==> src/rtl/io_stim_sequencer.sv <==
// On-board stimulus player: replays a table of switch words onto io_rdata and
// checks io_wdata against a masked expected value at the end of every step.
module io_stim_sequencer #(
    parameter int DATA_W = 24,
    parameter int OUT_W  = 24,
    parameter int DEPTH  = 32,
    parameter int ADDR_W = 5,
    parameter int HOLD_W = 16,
    parameter int CNT_W  = 16
) (
    input  logic              clk,
    input  logic              rst,
    input  logic              load_we,
    input  logic [ADDR_W-1:0] load_addr,
    input  logic [DATA_W-1:0] load_stim,
    input  logic [OUT_W-1:0]  load_exp,
    input  logic [OUT_W-1:0]  load_mask,
    input  logic              start,
    input  logic              abort,
    input  logic              loop_mode,
    input  logic [HOLD_W-1:0] hold_cycles,
    input  logic [ADDR_W:0]   num_steps,
    input  logic [OUT_W-1:0]  io_wdata,
    output logic [DATA_W-1:0] io_rdata,
    output logic              busy,
    output logic              done,
    output logic [ADDR_W-1:0] step_idx,
    output logic              mismatch,
    output logic [CNT_W-1:0]  mismatch_count,
    output logic              first_fail_valid,
    output logic [ADDR_W-1:0] first_fail_idx
);

    typedef enum logic [2:0] {
        S_IDLE,
        S_APPLY,
        S_HOLD,
        S_CHECK,
        S_DONE
    } state_t;

    localparam logic [ADDR_W:0] DEPTH_L = (ADDR_W + 1)'(DEPTH);

    logic [DATA_W-1:0] stim_mem [DEPTH];
    logic [OUT_W-1:0]  exp_mem  [DEPTH];
    logic [OUT_W-1:0]  mask_mem [DEPTH];

    state_t            state_reg;
    logic [DATA_W-1:0] io_rdata_reg;
    logic [OUT_W-1:0]  exp_reg;
    logic [OUT_W-1:0]  mask_reg;
    logic [HOLD_W-1:0] hold_eff_reg;
    logic [HOLD_W-1:0] hold_cnt_reg;
    logic [ADDR_W:0]   n_reg;
    logic [ADDR_W-1:0] step_reg;
    logic              busy_reg;
    logic              done_reg;
    logic              mismatch_reg;
    logic [CNT_W-1:0]  count_reg;
    logic              ffv_reg;
    logic [ADDR_W-1:0] ffi_reg;

    logic fail;
    logic last_step;

    assign fail      = |((io_wdata ^ exp_reg) & mask_reg);
    assign last_step = ({1'b0, step_reg} == (n_reg - 1'b1));

    // Table writes are gated by busy so the entry under check cannot change mid-step.
    always_ff @(posedge clk) begin
        if (load_we && !busy_reg && ({1'b0, load_addr} < DEPTH_L)) begin
            stim_mem[load_addr] <= load_stim;
            exp_mem[load_addr]  <= load_exp;
            mask_mem[load_addr] <= load_mask;
        end
    end

    always_ff @(posedge clk) begin
        if (rst) begin
            state_reg    <= S_IDLE;
            io_rdata_reg <= '0;
            exp_reg      <= '0;
            mask_reg     <= '0;
            hold_eff_reg <= '0;
            hold_cnt_reg <= '0;
            n_reg        <= '0;
            step_reg     <= '0;
            busy_reg     <= 1'b0;
            done_reg     <= 1'b0;
            mismatch_reg <= 1'b0;
            count_reg    <= '0;
            ffv_reg      <= 1'b0;
            ffi_reg      <= '0;
        end else begin
            done_reg     <= 1'b0;
            mismatch_reg <= 1'b0;
            if (abort) begin
                state_reg    <= S_IDLE;
                io_rdata_reg <= '0;
                busy_reg     <= 1'b0;
            end else begin
                case (state_reg)
                    S_IDLE: begin
                        if (start && (num_steps != '0)) begin
                            hold_eff_reg <= (hold_cycles == '0) ? HOLD_W'(1) : hold_cycles;
                            n_reg        <= (num_steps > DEPTH_L) ? DEPTH_L : num_steps;
                            step_reg     <= '0;
                            count_reg    <= '0;
                            ffv_reg      <= 1'b0;
                            ffi_reg      <= '0;
                            busy_reg     <= 1'b1;
                            state_reg    <= S_APPLY;
                        end
                    end
                    S_APPLY: begin
                        // Expected/mask are captured alongside the stimulus so CHECK uses registered reads.
                        io_rdata_reg <= stim_mem[step_reg];
                        exp_reg      <= exp_mem[step_reg];
                        mask_reg     <= mask_mem[step_reg];
                        hold_cnt_reg <= hold_eff_reg;
                        state_reg    <= S_HOLD;
                    end
                    S_HOLD: begin
                        if (hold_cnt_reg == HOLD_W'(1)) begin
                            state_reg <= S_CHECK;
                        end else begin
                            hold_cnt_reg <= hold_cnt_reg - 1'b1;
                        end
                    end
                    S_CHECK: begin
                        if (fail) begin
                            mismatch_reg <= 1'b1;
                            if (count_reg != '1) begin
                                count_reg <= count_reg + 1'b1;
                            end
                            if (!ffv_reg) begin
                                ffv_reg <= 1'b1;
                                ffi_reg <= step_reg;
                            end
                        end
                        if (!last_step) begin
                            step_reg  <= step_reg + 1'b1;
                            state_reg <= S_APPLY;
                        end else if (loop_mode) begin
                            step_reg  <= '0;
                            state_reg <= S_APPLY;
                        end else begin
                            busy_reg  <= 1'b0;
                            done_reg  <= 1'b1;
                            state_reg <= S_DONE;
                        end
                    end
                    S_DONE: begin
                        state_reg <= S_IDLE;
                    end
                    default: begin
                        state_reg <= S_IDLE;
                        busy_reg  <= 1'b0;
                    end
                endcase
            end
        end
    end

    assign io_rdata         = io_rdata_reg;
    assign busy             = busy_reg;
    assign done             = done_reg;
    assign step_idx         = step_reg;
    assign mismatch         = mismatch_reg;
    assign mismatch_count   = count_reg;
    assign first_fail_valid = ffv_reg;
    assign first_fail_idx   = ffi_reg;

endmodule

==> config.mk <==
export PLATFORM = sky130hd
export DESIGN_NAME = io_stim_sequencer
export DESIGN_NICKNAME = d
export VERILOG_FILES = /design/src/rtl/io_stim_sequencer.sv
export SDC_FILE = /design/constraint.sdc
export NUM_CORES = 2
export LEC_CHECK = 0
export ABC_AREA = 1
export ABC_CLOCK_PERIOD_IN_PS = 8500
export CAP_MARGIN = 5
export CORE_UTILIZATION = 50
export DETAILED_ROUTE_END_ITERATION = 12
export PLACE_DENSITY = 0.66
export SYNTH_ARGS = -nofsm -noshare
export SYNTH_HDL_FRONTEND = slang
export SYNTH_SLANG_ARGS = --single-unit
==> constraint.sdc <==
create_clock -name clk -period 8.5 [get_ports clk]
set_input_delay 1.7 -clock clk [delete_from_list [all_inputs] [get_ports clk]]
set_output_delay 1.7 -clock clk [all_outputs]
set_load 0.005 [all_outputs]
==> run metrics <==
# Post-CTS Setup Buffers=0; Largest regs=exp_mem (768), mask_mem (768), stim_mem (768); final hold violations=0; dpl hpwl=146 mm; Avg Vias per Cell=6.08; Crit path required time=9020 ps; Clock Root Buffer=clkbuf_16; Worst Path Arrival=5510 ps; Iter 0 DRT Violations=9060; P_leak=35.3 nW; Post-Syn Instances=7819; first-pass GRT wire length=406 mm; max-slew violations=0; # fillers=15400; Area growth syn-to-layout=12.5%; RSZ-0062 raised after global routing=no; critical path's top delay family=simple AND/OR/NAND/NOR gates; final worst path period share=0.588; asr flop ratio synth=0; initial antenna violation count=18; share of layout cells above drive strength 1=0.0694; placed inst area=101000 sq um; worst IR drop on VDD=0.000229 V; routed vias=64500; residual DRC count=0; Final Setup Violations=0; largest net degree at the start of global routing=214; syn_area_per_cell=12.4 sq um; Antenna Nets Post-Route=0; register bit count reported by yosys=2447; sum of buffers and inverters on the critical path=3; Port Buf Inserts=182; top post-synthesis cells by area=edfxtp_1 71%, nor2_1 6.2%, o21ai_0 5.8%; syn_nets=7953; Routed wire per std cell=26.2 um; Top FF cell, synth=edfxtp_1; Synth Cell Area=96900 sq um; area share of the leading cell type in the synthesized netlist=0.714; hold_buf cts=0; Yosys top cell by area=edfxtp_1; CP max stage cell=nor2_4; CP cell instances=clkdlybuf4s50_1, inv_1, nor2_1, nand3_1, nor2_4, buf_4; htree depth=4; number of flops mapped to enable cells by yosys=2304; status=finished, final reports clean; num ports=183; post-cts sizing count=0; CTS clk-pin slew, worst paths=60 ps; GRT Total Usage=0.279; clock insertion delay at the later pin of the skew report=900 ps; skew final=34.0 ps; Seq/Total Area, Yosys=0.743; crit path max fanout=30; Synth cell types=45; GR Overflow Total=0; Die Span X=442 um; TNS Setup=0 ps; Slew HR=0.0835; Layout Nets=7999; Synth Warn #=0; CP endpoint kind=register; max incr delay on CP=1330 ps; total routed wirelength=278 mm; GP Congestion=0.857; Pwr Density=227 nW/um^2; Max clock buf depth=3; design area=109000 sq um; CP Class=in -> reg; max frequency=0.200 GHz; Core Area=193000 sq um; HP Class=reg -> reg; most frequent cell after synthesis=edfxtp_1; row count=161; First-pass DRT Iterations=9; vias in the first global route=60300; Starting Density=0.503; die area=196000 sq um; CP Launch Type=primary input; TritonCTS Buffers=235; die height=442 um; Worst-Margin Slew=1370 ps; CTS tree=yes; post-route minimum period=5000 ps; CTS Sinks=2447; Synth top cells by count=2304 x edfxtp_1, 1590 x nor2_1, 1119 x o21ai_0, 703 x nand2_1, 371 x nand3_1; total of max-cap violations=0
## cell type report
class,instances,area [sq um],share of cell area
antenna,9,22.5,0.000206
clock buffer,316,6420,0.0588
clock inverter,128,1230,0.0113
inverter,135,553,0.00507
multi-input combinational,4713,22300,0.204
sequential,2447,72100,0.661
tap,2526,3160,0.0290
timing repair buffer,333,3330,0.0306
## routing by layer
metal | vias to the layer above | routed length (um) | track usage
li1 | 28600 | - | -
met1 | 32000 | 111000 | 0.394
met2 | 3514 | 130000 | 0.440
met3 | 430 | 28000 | 0.0467
met4 | 6 | 9380 | 0.0963
met5 | - | 41 | 0
## path summary, 6_finish.rpt
path          startpoint              to  slack (ps)  cells past startpoint
max              load_we  exp_mem[14][1]        3500                      6
min          io_rdata[5]     io_rdata[5]         460                      2
max reg2reg         busy  exp_mem[14][1]        4400                      4
min reg2reg  io_rdata[5]     io_rdata[5]         460                      2
## power by group
| group | internal, mW | switching [mW] |
|---|---|---|
| Combinational | 0.288 | 0.851 |
| Clock | 5.76 | 4.56 |
| Sequential | 13.3 | 0.0453 |
| Total | 19.3 | 5.45 |
## stage by stage
step,std cells,hold WS [ps],setup WS [ps],total power [mW],util
after global placement,10100,451,2640,14.7,0.526
after global routing,10600,492,3410,25.4,0.566
after floorplan,7819,425,2830,14.2,-
final,10600,465,3500,24.8,0.566
after detailed placement,10200,456,2650,14.7,0.526
after CTS,10600,465,3550,24.8,0.566
## layout by cell type (no fill, tap or decap), types with 59 or more instances in the layout
cell type	n
nand4_1	60
clkbuf_16	237
buf_4	124
nor2_1	1558
dfxtp_1	139
o22ai_1	229
o21ai_0	1119
nand2_1	703
edfxtp_1	2304
nand3_1	371
o211ai_1	283
clkdlybuf4s50_1	180
clkbuf_1	59
inv_1	121
a21oi_1	239
## worst min-delay path: stages, from the launching register on
cell and delay (ps):
dfxtp_1 310, nand2_1 60, a21oi_1 50
## cell families (layout without fill, tap and decap cells)
logic type      Yosys count  in the layout  share of synthesized area
compound gates         1924           1924                      0.110
xor+xnor                 18             18                    0.00163
fa+ha+maj                 5              5                   0.000645
buf+inv                 659            912                     0.0292
flops                  2447           2447                      0.743
mux                       1              1                   0.000103
other cells               0              9                          0
simple gates           2765           2765                      0.115
Power figures use the tool's default switching activity.
